$ cat src/rtl/npc_sel_unit_if.sv
// Redirect, stall and instruction-fetch handshake bundle for npc_sel_unit.
// master = the PC unit; slave = the surrounding pipeline / instruction memory.
interface npc_sel_unit_if #(
  parameter int unsigned WIDTH = 32
) ();
  logic             jump_valid;
  logic [1:0]       jump_ctrl;
  logic [WIDTH-1:0] br_target;
  logic [WIDTH-1:0] j_target;
  logic [WIDTH-1:0] reg_target;
  logic             stall;
  logic             if_ack;
  logic             if_req;
  logic [WIDTH-1:0] if_addr;
  logic [WIDTH-1:0] pc;
  logic [WIDTH-1:0] pc4;
  logic             pend_valid;
  logic             align_err;

  modport master (
    input  jump_valid, jump_ctrl, br_target, j_target, reg_target, stall, if_ack,
    output if_req, if_addr, pc, pc4, pend_valid, align_err
  );

  modport slave (
    output jump_valid, jump_ctrl, br_target, j_target, reg_target, stall, if_ack,
    input  if_req, if_addr, pc, pc4, pend_valid, align_err
  );
endinterface

$ cat src/rtl/npc_sel_unit.sv
// IF-stage program counter with next-PC select, redirect buffering and fetch handshake.
// Optional misaligned-target checking is enabled by defining PC_ALIGN_CHECK_EN.
module npc_sel_unit #(
  parameter int unsigned WIDTH    = 32,
  parameter logic [31:0] RESET_PC = 32'h0000_3000
) (
  input logic            clk,
  input logic            rst_n,
  npc_sel_unit_if.master bus
);

  localparam logic [WIDTH-1:0] RST_PC  = WIDTH'(RESET_PC);
  localparam logic [WIDTH-1:0] PC_STEP = WIDTH'(4);

  typedef enum logic [1:0] {
    IDLE  = 2'd0,
    FETCH = 2'd1,
    HOLD  = 2'd2
  } state_t;

  state_t           state, state_d;
  logic [WIDTH-1:0] pc_q, pc_d;
  logic [WIDTH-1:0] pc4_q;
  logic [WIDTH-1:0] pend_target_q, pend_target_d;
  logic             pend_valid_q, pend_valid_d;
  logic             if_req_q, if_req_d;
  logic             redirect;
  logic             advance;
  logic [WIDTH-1:0] live_target;
  logic [WIDTH-1:0] sel_target;
  logic             sel_is_jump;
`ifdef PC_ALIGN_CHECK_EN
  logic             align_err_q, align_err_d;
`endif

  // State register and datapath registers
  always_ff @(posedge clk or negedge rst_n) begin
    if (!rst_n) begin
      state         <= IDLE;
      pc_q          <= RST_PC;
      pc4_q         <= RST_PC + PC_STEP;
      pend_target_q <= '0;
      pend_valid_q  <= 1'b0;
      if_req_q      <= 1'b0;
`ifdef PC_ALIGN_CHECK_EN
      align_err_q   <= 1'b0;
`endif
    end else begin
      state         <= state_d;
      pc_q          <= pc_d;
      pc4_q         <= pc_d + PC_STEP;
      pend_target_q <= pend_target_d;
      pend_valid_q  <= pend_valid_d;
      if_req_q      <= if_req_d;
`ifdef PC_ALIGN_CHECK_EN
      align_err_q   <= align_err_d;
`endif
    end
  end

  // Next-state, next-PC selection and redirect buffering
  always_comb begin
    state_d       = state;
    pc_d          = pc_q;
    pend_target_d = pend_target_q;
    pend_valid_d  = pend_valid_q;
    if_req_d      = 1'b0;
    advance       = 1'b0;
    sel_target    = pc4_q;
    sel_is_jump   = 1'b0;
    live_target   = pc4_q;
    redirect      = bus.jump_valid && (bus.jump_ctrl != 2'b00);
`ifdef PC_ALIGN_CHECK_EN
    align_err_d   = align_err_q;
`endif

    case (bus.jump_ctrl)
      2'b01:   live_target = bus.br_target;
      2'b10:   live_target = bus.j_target;
      2'b11:   live_target = bus.reg_target;
      default: live_target = pc4_q;
    endcase

    case (state)
      IDLE:  state_d = FETCH;
      FETCH: begin
        if (bus.if_ack) begin
          if (bus.stall) state_d = HOLD;
          else           advance = 1'b1;
        end
      end
      HOLD: begin
        if (!bus.stall) begin
          advance = 1'b1;
          state_d = FETCH;
        end
      end
      default: state_d = IDLE;
    endcase

    if_req_d = (state_d == FETCH);

    // Live redirect beats a buffered one, which beats sequential fetch
    if (redirect) begin
      sel_target  = live_target;
      sel_is_jump = 1'b1;
    end else if (pend_valid_q) begin
      sel_target  = pend_target_q;
      sel_is_jump = 1'b1;
    end

    if (advance) begin
      pc_d         = sel_target;
      pend_valid_d = 1'b0;
`ifdef PC_ALIGN_CHECK_EN
      if (sel_is_jump && (sel_target[1:0] != 2'b00)) begin
        pc_d        = {sel_target[WIDTH-1:2], 2'b00};
        align_err_d = 1'b1;
      end
`endif
    end else if (redirect) begin
      pend_target_d = live_target;
      pend_valid_d  = 1'b1;
    end
  end

  assign bus.if_req     = if_req_q;
  assign bus.if_addr    = pc_q;
  assign bus.pc         = pc_q;
  assign bus.pc4        = pc4_q;
  assign bus.pend_valid = pend_valid_q;
`ifdef PC_ALIGN_CHECK_EN
  assign bus.align_err  = align_err_q;
`else
  assign bus.align_err  = 1'b0;
  logic unused_sel;
  assign unused_sel     = sel_is_jump;
`endif

endmodule

$ cat src/flat_wrapper.sv
// flat-port wrapper written by rule: the top's interface ports become plain ports
module npc_sel_unit_flat 
#(
  parameter int unsigned WIDTH    = 32,
  parameter logic [31:0] RESET_PC = 32'h0000_3000
)
  (clk, rst_n, bus_jump_valid, bus_jump_ctrl, bus_br_target, bus_j_target, bus_reg_target, bus_stall, bus_if_ack, bus_if_req, bus_if_addr, bus_pc, bus_pc4, bus_pend_valid, bus_align_err);
  npc_sel_unit_if #(.WIDTH(WIDTH)) bus_i ();
  input logic clk;
  input logic rst_n;
  input wire logic [$bits(bus_i.jump_valid)-1:0] bus_jump_valid;
  input wire logic [$bits(bus_i.jump_ctrl)-1:0] bus_jump_ctrl;
  input wire logic [$bits(bus_i.br_target)-1:0] bus_br_target;
  input wire logic [$bits(bus_i.j_target)-1:0] bus_j_target;
  input wire logic [$bits(bus_i.reg_target)-1:0] bus_reg_target;
  input wire logic [$bits(bus_i.stall)-1:0] bus_stall;
  input wire logic [$bits(bus_i.if_ack)-1:0] bus_if_ack;
  output wire logic [$bits(bus_i.if_req)-1:0] bus_if_req;
  output wire logic [$bits(bus_i.if_addr)-1:0] bus_if_addr;
  output wire logic [$bits(bus_i.pc)-1:0] bus_pc;
  output wire logic [$bits(bus_i.pc4)-1:0] bus_pc4;
  output wire logic [$bits(bus_i.pend_valid)-1:0] bus_pend_valid;
  output wire logic [$bits(bus_i.align_err)-1:0] bus_align_err;
  assign bus_i.jump_valid = bus_jump_valid;
  assign bus_i.jump_ctrl = bus_jump_ctrl;
  assign bus_i.br_target = bus_br_target;
  assign bus_i.j_target = bus_j_target;
  assign bus_i.reg_target = bus_reg_target;
  assign bus_i.stall = bus_stall;
  assign bus_i.if_ack = bus_if_ack;
  assign bus_if_req = bus_i.if_req;
  assign bus_if_addr = bus_i.if_addr;
  assign bus_pc = bus_i.pc;
  assign bus_pc4 = bus_i.pc4;
  assign bus_pend_valid = bus_i.pend_valid;
  assign bus_align_err = bus_i.align_err;
  npc_sel_unit #(.WIDTH(WIDTH), .RESET_PC(RESET_PC)) u_core (.clk(clk), .rst_n(rst_n), .bus(bus_i));
endmodule
$ cat config.mk
export PLATFORM = sky130hd
export DESIGN_NAME = npc_sel_unit_flat
export DESIGN_NICKNAME = d
export VERILOG_FILES = /design/src/rtl/npc_sel_unit_if.sv /design/src/rtl/npc_sel_unit.sv /design/src/flat_wrapper.sv
export SDC_FILE = /design/constraint.sdc
export NUM_CORES = 1
export LEC_CHECK = 0
export ABC_CLOCK_PERIOD_IN_PS = 7200
export CORE_MARGIN = 5
export CORE_UTILIZATION = 30
export DETAILED_ROUTE_END_ITERATION = 16
export PLACE_DENSITY_LB_ADDON = 0.08
export SLEW_MARGIN = 0
export SYNTH_ARGS = -nofsm -noshare
export SYNTH_HDL_FRONTEND = slang
export SYNTH_SLANG_ARGS = --single-unit
$ cat constraint.sdc
create_clock -name clk -period 7.2 [get_ports clk]
set_clock_uncertainty 0.05 [all_clocks]
set_input_delay 1.8 -clock clk [delete_from_list [all_inputs] [get_ports clk]]
set_output_delay 1.8 -clock clk [all_outputs]
set_load 0.01 [all_outputs]
==> results of run 1 <==
==> power by group through the flow <==
stage / clock [mW] / sequential (mW) / combinational (mW)
finish: 0.529 / 1.01 / 1.61
global route: 0.563 / 1.04 / 1.74
CTS: 0.540 / 1.02 / 1.63
detailed placement: 0 / 1.02 / 1.62
global placement: 0 / 1.02 / 1.61
floorplan: 0 / 1.02 / 0.923
==> layout by cell type, fill, tap and decap left out, types with 12 or more instances in the layout <==
cell type        count
inv_1               13
nand4_1             18
a21oi_1             25
nand2_1            100
clkdlybuf4s50_1    197
o211ai_1            23
xnor2_1             15
dfrtp_1             92
mux2_2              21
xor2_1              12
nor3b_1             20
mux2i_1             59
==> kinds of logic after synthesis <==
family / synth area share (%)
mux: 13.6
xor+xnor: 3.77
buf+inv: 9.78
other cells: 0.0598
fa+ha+maj: 0.998
flops: 39.2
simple gates: 17.1
compound gates: 15.5
==> registers in the layout, summed over array words and instances, names as in the netlist <==
| name | count |
|---|---|
| u_core.bus.if_addr | 32 |
| u_core.pend_target_q | 32 |
| u_core.bus.pc4 | 30 |
| u_core.state | 2 |
| u_core.bus.if_req | 1 |
| u_core.bus.pend_valid | 1 |
==> final timing paths <==
| check | cells after the start | to |
|---|---|---|
| worst max-delay path | 12 | u_core.bus.pc4[20] |
| worst min-delay path | 2 | u_core.pend_target_q[20] |
| worst max register to register | 13 | u_core.bus.pc4[20] |
| worst min register to register | 2 | u_core.pend_target_q[20] |
| max in group asynchronous | 2 | u_core.bus.pend_valid |
| min in group asynchronous | 1 | u_core.bus.if_req |
==> area by class of cell <==
cell class	instances	area [sq um]
clock inverter	4	76.3
clock buffer	11	243
fill	2009	12000
sequential	98	2460
timing repair buffer	205	2030
tap	270	338
multi-input combinational	434	3210
inverter	13	48.8
==> worst max-delay path, cell delays in order <==
cell and delay (ps):
clkdlybuf4s50_1 980, o21ai_4 490, nand2_1 160, o211ai_1 160
and2_1 240, inv_1 70, ha_1 220, o2111ai_1 210
a2111oi_4 400, nand3_2 330, nor4b_2 330, xor2_1 180
==> layer usage <==
layer  vias to the layer above  track usage (%)  wire, um
li1                       2480                -         -
met1                      2548             21.9      9000
met2                       163             28.5     10100
met3                        20             4.05      1130
met4                         0             4.29       310
met5                         -                0         0
==> per-stage QoR <==
step	setup slack [ps]	hold WS, ps	utilization (%)	total power [mW]
2_1_floorplan	2940	390	-	1.95
5_1_grt	1560	440	41.2	3.35
3_3_place_gp	1600	409	39.6	2.63
4_1_cts	1800	431	41.2	3.19
6_report	1860	431	41.2	3.15
3_5_place_dp	1420	415	39.6	2.65
==> key figures, run 1 <==
Layout
  – Area grow syn2layout: 34.2%
  – Fin area: 0.00841 sq mm
  – Fraction of layout cells with a size suffix above 1: 11.8%
  – Final net count: 869
  – Post-route insts no fill: 1035
  – Antenna Cells: 0

Power
  – Reg power frac: 32.1%
  – VDD IR max: 0.000118 V
  – Pint: 1.94 mW
  – LEAKAGE: 3.57 nW
  – Pwr per Cell Area: 375 mW/mm^2
  – NetSw: 1.22 mW
  – Clock share of power: 16.8%
  – Comb pwr share: 51.1%
  – Switch share: 38.6%

Place
  – Cells after DPL: 1020
  – DP Area: 0.00809 sq mm
  – Port Buffers: 200
  – Routability cong.: 0.844
  – HPWL after DPL: 14700 um

Job
  – Number of max-cap violations: 0

Min path
  – Worst min path class: reg2reg
  – Hold Crit Start: u_core.pend_target_q[20]

Global routing
  – Pin count of the biggest net entering global routing: 63
  – Vias in the first global route: 5439
  – First-pass GRT wire length: 31600 um
  – Overflow after GRT: 0
  – GRT Util Overall: 16.9%
  – Initial antenna violation count: 0

Timing
  – Fmax: 187 MHz
  – Unrepaired setup endpoints after global routing: false
  – Slew HR: 30.0%
  – # setup viols final: 0
  – Setup Total Neg Slack: 0 ps
  – Final period util: 74.2%
  – Final-report hold violation count: 0
  – Post-layout min period: 5340 ps
  – Slew @ Worst Pin: 1050 ps
  – Pins over their slew limit: 0

Setup path
  – Crit path DAT: 5570 ps
  – Critical Path RT: 7430 ps
  – Crit end category: register
  – Beginning of the critical path: bus_jump_valid
  – R2r startpoint: u_core.state[0]
  – CP max FO: 33
  – Startpoint types: input pin
  – Kind of critical path: in2reg
  – Flop-to-flop setup slack: 3140 ps

Clock network
  – Total CTS buffers: 9
  – Clock-pin slew on the worst setup and hold paths: 70 ps
  – Skew-Pair Late Insertion Delay: 350 ps
  – H-tree depth: 3
  – Post-CTS Setup Bufs: 0
  – Clock tree buffer depth: 2
  – CTS Hold Bufs: 0
  – TritonCTS clock tree: done
  – Root Driver: clkbuf_16
  – PostCTS Resize Cnt: 0
  – Sink Count: 98

Die
  – Die width: 155 um
  – Rows: 52
  – Top Ports: 202
  – Core Area: 0.0204 sq mm
  – Initial Utilization: 30.7%
  – Die area: 0.0239 sq mm
  – Chip Height: 155 um

Synthesis
  – Cells after Synth: 625
  – Asr flop ratio synth: 100%
  – Sequential element share of the synthesized area: 39.2%
  – Post-synth top area cell: dfrtp_1
  – Post-synthesis cell area: 0.00627 sq mm
  – Number of synthesized flops with an enable pin: 0
  – Flops & latches, synth: 98
  – Count leader, synth: nand2_1
  – Ys Warns: 0
  – Yosys cell types: 66
  – Synth area leaders: dfrtp_1 (37%), mux2i_1 (9.4%), nand2_1 (6.1%)
  – Syn Nets: 733
  – Top_reg_cell synth: dfrtp_1
  – Synth top area share: 37.1%
  – Average size of a mapped cell: 10.0 sq um
  – Synth top cells by count: nand2_1 (101), dfrtp_1 (93), mux2i_1 (59), buf_4 (40), a21oi_1 (25)

Drt
  – DRC: 0
  – Routed wire per std cell: 19.8 um
  – Via count: 5211
  – First-pass DRT Iterations: 4
  – DRT iter0 DRCs: 297
  – Vias per cell: 5.03
  – Final WL: 20500 um
  – Post-route ant nets: 0

Run status
  – Status: finished, final reports clean
Note: power is estimated with default switching activity, not from simulation.
==> run 2, diff against run 1 <==
- ABC_CLOCK_PERIOD_IN_PS: 7200 -> 4500
- clock period: 7.2 -> 4.5 ns (I/O delays scaled with it)
==> key figures, run 2 (synthesis results as in run 1) <==
Setup path
  – Startpoint types: input pin
  – CP max FO: 8 (-76%)
  – Largest stage delay on the critical path: 510 ps (-470 ps)
  – Critical Path RT: 4710 ps (-2720 ps)
  – CP Buf/Inv Count: 2 (unchanged)
  – Flop-to-flop setup slack: 1270 ps (-1870 ps)
  – Slowest-stage cell, CP: clkdlybuf4s50_1
  – Crit path DAT: 4030 ps (-1540 ps)
  – Kind of critical path: in2reg
  – Top Family by Delay on Critical Path: simple AND/OR/NAND/NOR gates
  – Crit end category: register
  – CP cell instances: clkdlybuf4s50_1 > nand2b_4 > nor2_4 > o211ai_1 > and2_1 > inv_1 > ha_1 > o2111ai_1 > a2111oi_4 > nand3_2 > nor4b_2 > xor2_1

Clock network
  – Clock tree buffer depth: 2 (unchanged)
  – Total CTS buffers: 9 (unchanged)
  – Post-CTS Setup Bufs: 0 (unchanged)
  – TritonCTS clock tree: done
  – Sink Count: 98 (unchanged)
  – Clock-pin slew on the worst setup and hold paths: 60 ps (about the same)
  – CTS Hold Bufs: 0 (unchanged)
  – H-tree depth: 3 (unchanged)
  – Root Driver: clkbuf_16
  – PostCTS Resize Cnt: 0 (unchanged)
  – Skew-Pair Late Insertion Delay: 350 ps (about the same)

Drt
  – Vias per cell: 5.04 (+0.19%)
  – DRT iter0 DRCs: 362 (+22%)
  – Routed wire per std cell: 20.0 um (+0.81%)
  – First-pass DRT Iterations: 7 (+3)
  – Via count: 5317 (+2.0%)
  – DRC: 0 (unchanged)
  – Post-route ant nets: 0 (unchanged)
  – Final WL: 21100 um (+2.7%)

Timing
  – # setup viols final: 0 (unchanged)
  – Post-layout min period: 3820 ps
  – Pins over their slew limit: 0 (unchanged)
  – Final-report hold violation count: 0 (unchanged)
  – Final period util: 84.8%
  – Slew HR: 38.8% (+8.8 points)
  – Final worst slack: 684 ps (-1170 ps)
  – Setup Total Neg Slack: 0 ps (unchanged)
  – Hold_ws: 421 ps (-9.72 ps)
  – Slew @ Worst Pin: 918 ps (-128 ps)
  – Fmax: 262 MHz
  – Unrepaired setup endpoints after global routing: false

Die
  – Initial Utilization: 30.7% (unchanged)
  – Die width: 155 um (unchanged)
  – Chip Height: 155 um (unchanged)
  – Rows: 52 (unchanged)
  – Top Ports: 202 (unchanged)
  – Die area: 0.0239 sq mm (unchanged)
  – Core Area: 0.0204 sq mm (unchanged)

Job
  – Number of max-cap violations: 0 (unchanged)

Layout
  – Most frequent cells in the layout: clkdlybuf4s50_1 (197), nand2_1 (100), dfrtp_1 (92)
  – Fillcell total: 1990 (-0.95%)
  – Final net count: 887 (+2.1%)
  – Fraction of layout cells with a size suffix above 1: 13.6% (+1.9 points)
  – Antenna Cells: 0 (unchanged)
  – Fin util: 41.8% (+0.62 points)
  – Area grow syn2layout: 36.3%
  – Commonest non-fill, non-tap cell in the layout: clkdlybuf4s50_1

Place
  – Setup WS pre-CTS: 334 ps (-1090 ps)
  – Port Buffers: 200 (unchanged)
  – Routability cong.: 0.862 (+2.2%)
  – HPWL after DPL: 15700 um (+6.7%)

Global routing
  – Initial antenna violation count: 0 (unchanged)
  – First-pass GRT wire length: 32700 um (+3.6%)
  – Vias in the first global route: 5536 (+1.8%)
  – Overflow after GRT: 0 (unchanged)
  – Pin count of the biggest net entering global routing: 68 (+7.9%)
  – GRT Util Overall: 17.5% (+0.62 points)

Power
  – Pint: 3.10 mW (+60%)
  – Switch share: 38.7% (+0.11 points)
  – LEAKAGE: 3.65 nW (+2.4%)
  – VDD IR max: 0.000207 V (+76%)
  – Reg power frac: 32.6% (+0.5 points)
  – NetSw: 1.96 mW (+61%)
  – Clock share of power: 15.7% (-1.1 points)
  – Pwr per Cell Area: 592 mW/mm^2 (+58%)
  – Comb pwr share: 51.7% (+0.6 points)

Run status
  – Status: finished, final reports clean

Min path
  – Worst min path class: reg2reg
==> run 2: worst reg2reg max path, cell delays in order, from the launching register on <==
cell and delay, ps:
dfrtp_2 790, mux2i_1 230, nand2_1 100, o211ai_1 140, and2_1 200, inv_1 90
ha_1 200, o2111ai_1 230, a2111oi_4 300, nand3_2 300, nor4b_2 330, xor2_1 190
==> run 2: worst paths after layout <==
| path | from | end | cells past startpoint |
|---|---|---|---|
| worst max register to register | u_core.bus.pend_valid | u_core.bus.pc4[20] | 11 |
| worst min register to register | u_core.pend_target_q[25] | u_core.pend_target_q[25] | 2 |
| min in group asynchronous | rst_n | u_core.bus.if_req | 1 |
| max in group asynchronous | rst_n | u_core.bus.if_addr[22] | 2 |
| worst min-delay path | u_core.pend_target_q[25] | u_core.pend_target_q[25] | 2 |
| worst max-delay path | bus_stall | u_core.bus.pc4[20] | 12 |
==> run 2: cell type report <==
cell class	instances	area [sq um]	area share, %
clock buffer	14	264	3.09
clock inverter	2	35.0	0.410
inverter	13	48.8	0.571
multi-input combinational	434	3210	37.6
sequential	98	2460	28.8
tap	270	338	3.96
timing repair buffer	223	2180	25.5
==> run 2: power by group through the flow <==
stage	clock network (mW)	registers, mW	logic, mW
6_report	0.795	1.65	2.62
5_1_grt	0.854	1.71	2.82
4_1_cts	0.814	1.66	2.65
3_5_place_dp	0	1.67	2.63
3_3_place_gp	0	1.66	2.63
2_1_floorplan	0	1.64	1.48
==> run 2: stage by stage <==
| stage | cells | instance area (sq um) | total power, mW |
|---|---|---|---|
| floorplan | 625 | 6270 | 3.11 |
| global placement | 1038 | 8240 | 4.29 |
| detailed placement | 1038 | 8240 | 4.29 |
| CTS | 1054 | 8540 | 5.12 |
| finish | 1054 | 8540 | 5.06 |
| global route | 1054 | 8540 | 5.39 |
==> run 2: per-layer routing <==
metal	part of all wire, %	vias up	wire length (um)	global-route usage, %
li1	-	2524	-	-
met4	1.1	0	230	3.32
met1	45	2626	9470	23.1
met2	50	154	10500	29.8
met3	4.3	13	896	3.91
met5	0	-	0	0
==> run 3, diff against run 2 <==
- ABC_CLOCK_PERIOD_IN_PS: 4500 -> 3840
- clock period: 4.5 -> 3.84 ns (I/O delays scaled with it)
==> key figures, run 3 (synthesis results as in run 1) <==
Run status
  – Status: finished, final reports clean

Die
  – Die area: 0.0239 sq mm (unchanged)
  – Core Area: 0.0204 sq mm (unchanged)
  – Top Ports: 202 (unchanged)
  – Die width: 155 um (unchanged)
  – Chip Height: 155 um (unchanged)
  – Rows: 52 (unchanged)
  – Initial Utilization: 30.7% (unchanged)

Global routing
  – Vias in the first global route: 5651 (+2.1%)
  – Initial antenna violation count: 0 (unchanged)
  – Overflow after GRT: 0 (unchanged)
  – GRT Util Overall: 17.4% (-0.083 points)
  – Pin count of the biggest net entering global routing: 99 (+46%)
  – First-pass GRT wire length: 32500 um (-0.59%)

Drt
  – DRC: 0 (unchanged)
  – Via count: 5321 (+0.075%)
  – DRT iter0 DRCs: 334 (-7.7%)
  – Final WL: 21100 um (+0.32%)
  – Routed wire per std cell: 19.9 um (-0.34%)
  – Vias per cell: 5.02 (-0.59%)
  – Post-route ant nets: 0 (unchanged)
  – First-pass DRT Iterations: 5 (-2)

Clock network
  – Clock-pin slew on the worst setup and hold paths: 70 ps (about the same)
  – TritonCTS clock tree: done
  – CTS Hold Bufs: 0 (unchanged)
  – Clock tree buffer depth: 2 (unchanged)
  – Root Driver: clkbuf_16
  – PostCTS Resize Cnt: 0 (unchanged)
  – H-tree depth: 3 (unchanged)
  – Sink Count: 98 (unchanged)
  – Skew-Pair Late Insertion Delay: 350 ps (about the same)
  – Post-CTS Setup Bufs: 0 (unchanged)
  – Total CTS buffers: 9 (unchanged)

Min path
  – Hold Crit Start: u_core.pend_target_q[7]
  – Hold Crit Depth: 2 (unchanged)
  – Worst min path class: reg2reg
  – Hold Path Sink: u_core.pend_target_q[7]

Layout
  – Final net count: 894 (+0.79%)
  – Area grow syn2layout: 37.7%
  – Antenna Cells: 0 (unchanged)
  – Commonest non-fill, non-tap cell in the layout: clkdlybuf4s50_1
  – Most frequent cells in the layout: clkdlybuf4s50_1 (197), nand2_1 (100), dfrtp_1 (92)
  – Fraction of layout cells with a size suffix above 1: 14.5% (+0.89 points)
  – Post-route insts no fill: 1061 (+0.66%)

Setup path
  – Largest stage delay on the critical path: 500 ps (about the same)
  – Worst reg2reg endpoint: u_core.bus.pc4[29]
  – CP cell instances: clkdlybuf4s50_1 > nand2b_4 > nor2_4 > o211ai_1 > and2_1 > inv_1 > ha_1 > o2111ai_1 > a2111oi_4 > nand3_2 > nor4b_2 > xor2_1
  – Startpoint types: input pin
  – Flop-to-flop setup slack: 630 ps (-640 ps)
  – Critical Path RT: 4070 ps (-640 ps)
  – Kind of critical path: in2reg
  – Crit end category: register
  – Top Family by Delay on Critical Path: simple AND/OR/NAND/NOR gates
  – CP Buf/Inv Count: 2 (unchanged)
  – R2r startpoint: u_core.state[0]
  – Crit path DAT: 3750 ps (-280 ps)
  – Reg2reg path depth: 10 (-1)
  – Slowest-stage cell, CP: clkdlybuf4s50_1
  – CP max FO: 8 (unchanged)

Place
  – Cells after DPL: 1045 (+0.67%)
  – Setup WS pre-CTS: -90.2 ps (-424 ps)
  – Routability cong.: 0.851 (-1.3%)
  – HPWL after DPL: 15900 um (+1.7%)
  – Port Buffers: 200 (unchanged)

Timing
  – Pins over their slew limit: 0 (unchanged)
  – Post-layout min period: 3510 ps
  – Fmax: 285 MHz
  – Final-report hold violation count: 0 (unchanged)
  – Slew HR: 57.5% (+19 points)
  – Slew @ Worst Pin: 633 ps (-285 ps)
  – Final worst slack: 326 ps (-358 ps)
  – # setup viols final: 0 (unchanged)
  – Final period util: 91.5%
  – Unrepaired setup endpoints after global routing: false

Job
  – Number of max-cap violations: 0 (unchanged)

Power
  – Pwr per Cell Area: 701 mW/mm^2 (+18%)
  – VDD IR max: 0.000294 V (+42%)
  – LEAKAGE: 3.70 nW (+1.4%)
## run 3: worst max path at each step
stage,slack (ps),end,from,depth (start not counted)
after floorplan,420,u_core.bus.pc4[20],bus_jump_ctrl[1],13
after global placement,40,u_core.bus.pc4[22],bus_stall,12
after detailed placement,-90,u_core.bus.pc4[20],bus_stall,12
after CTS,290,u_core.bus.pc4[22],bus_stall,12
after global routing,80,u_core.bus.pc4[22],bus_if_ack,12
final,330,u_core.bus.pc4[22],bus_stall,12
## run 3: power breakdown
group / internal (mW) / leakage, nW / total (mW) / switching, mW
logic: 1.61 / 2.38 / 3.12 / 1.52
clock network: 0.625 / 0.163 / 1.02 / 0.394
registers: 1.50 / 1.16 / 1.90 / 0.401
## run 3: tightest hold or removal path: stages, from the launching register on
cell	delay (ps)
dfrtp_1	350
nand2_1	50
nand2_1	50
## run 3: routing by layer
layer  vias up  GRT usage [%]  part of all wire [%]
li1       2541              -                     -
met1      2618           22.1                    44
met2       141           30.6                    51
met3        21           3.41                   4.2
met4         0           4.12                   1.2
met5         -              0                     0
## run 3: through the flow
step	cell area [sq um]	power [mW]	hold WS [ps]	util [%]	setup TNS, ps
after floorplan	6270	3.65	390	-	0
after global placement	8290	5.04	407	40.6	0
after detailed placement	8290	5.06	407	40.6	-267
after CTS	8630	6.11	424	42.2	0
after global routing	8630	6.41	445	42.2	0
final	8630	6.04	428	42.2	0
## run 3: final cells by class
cell class,count,area [sq um]
clock buffer,14,274
fill,2012,11800
timing repair buffer,230,2230
sequential,98,2460
multi-input combinational,434,3210
tap,270,338
inverter,13,48.8
clock inverter,2,60.1
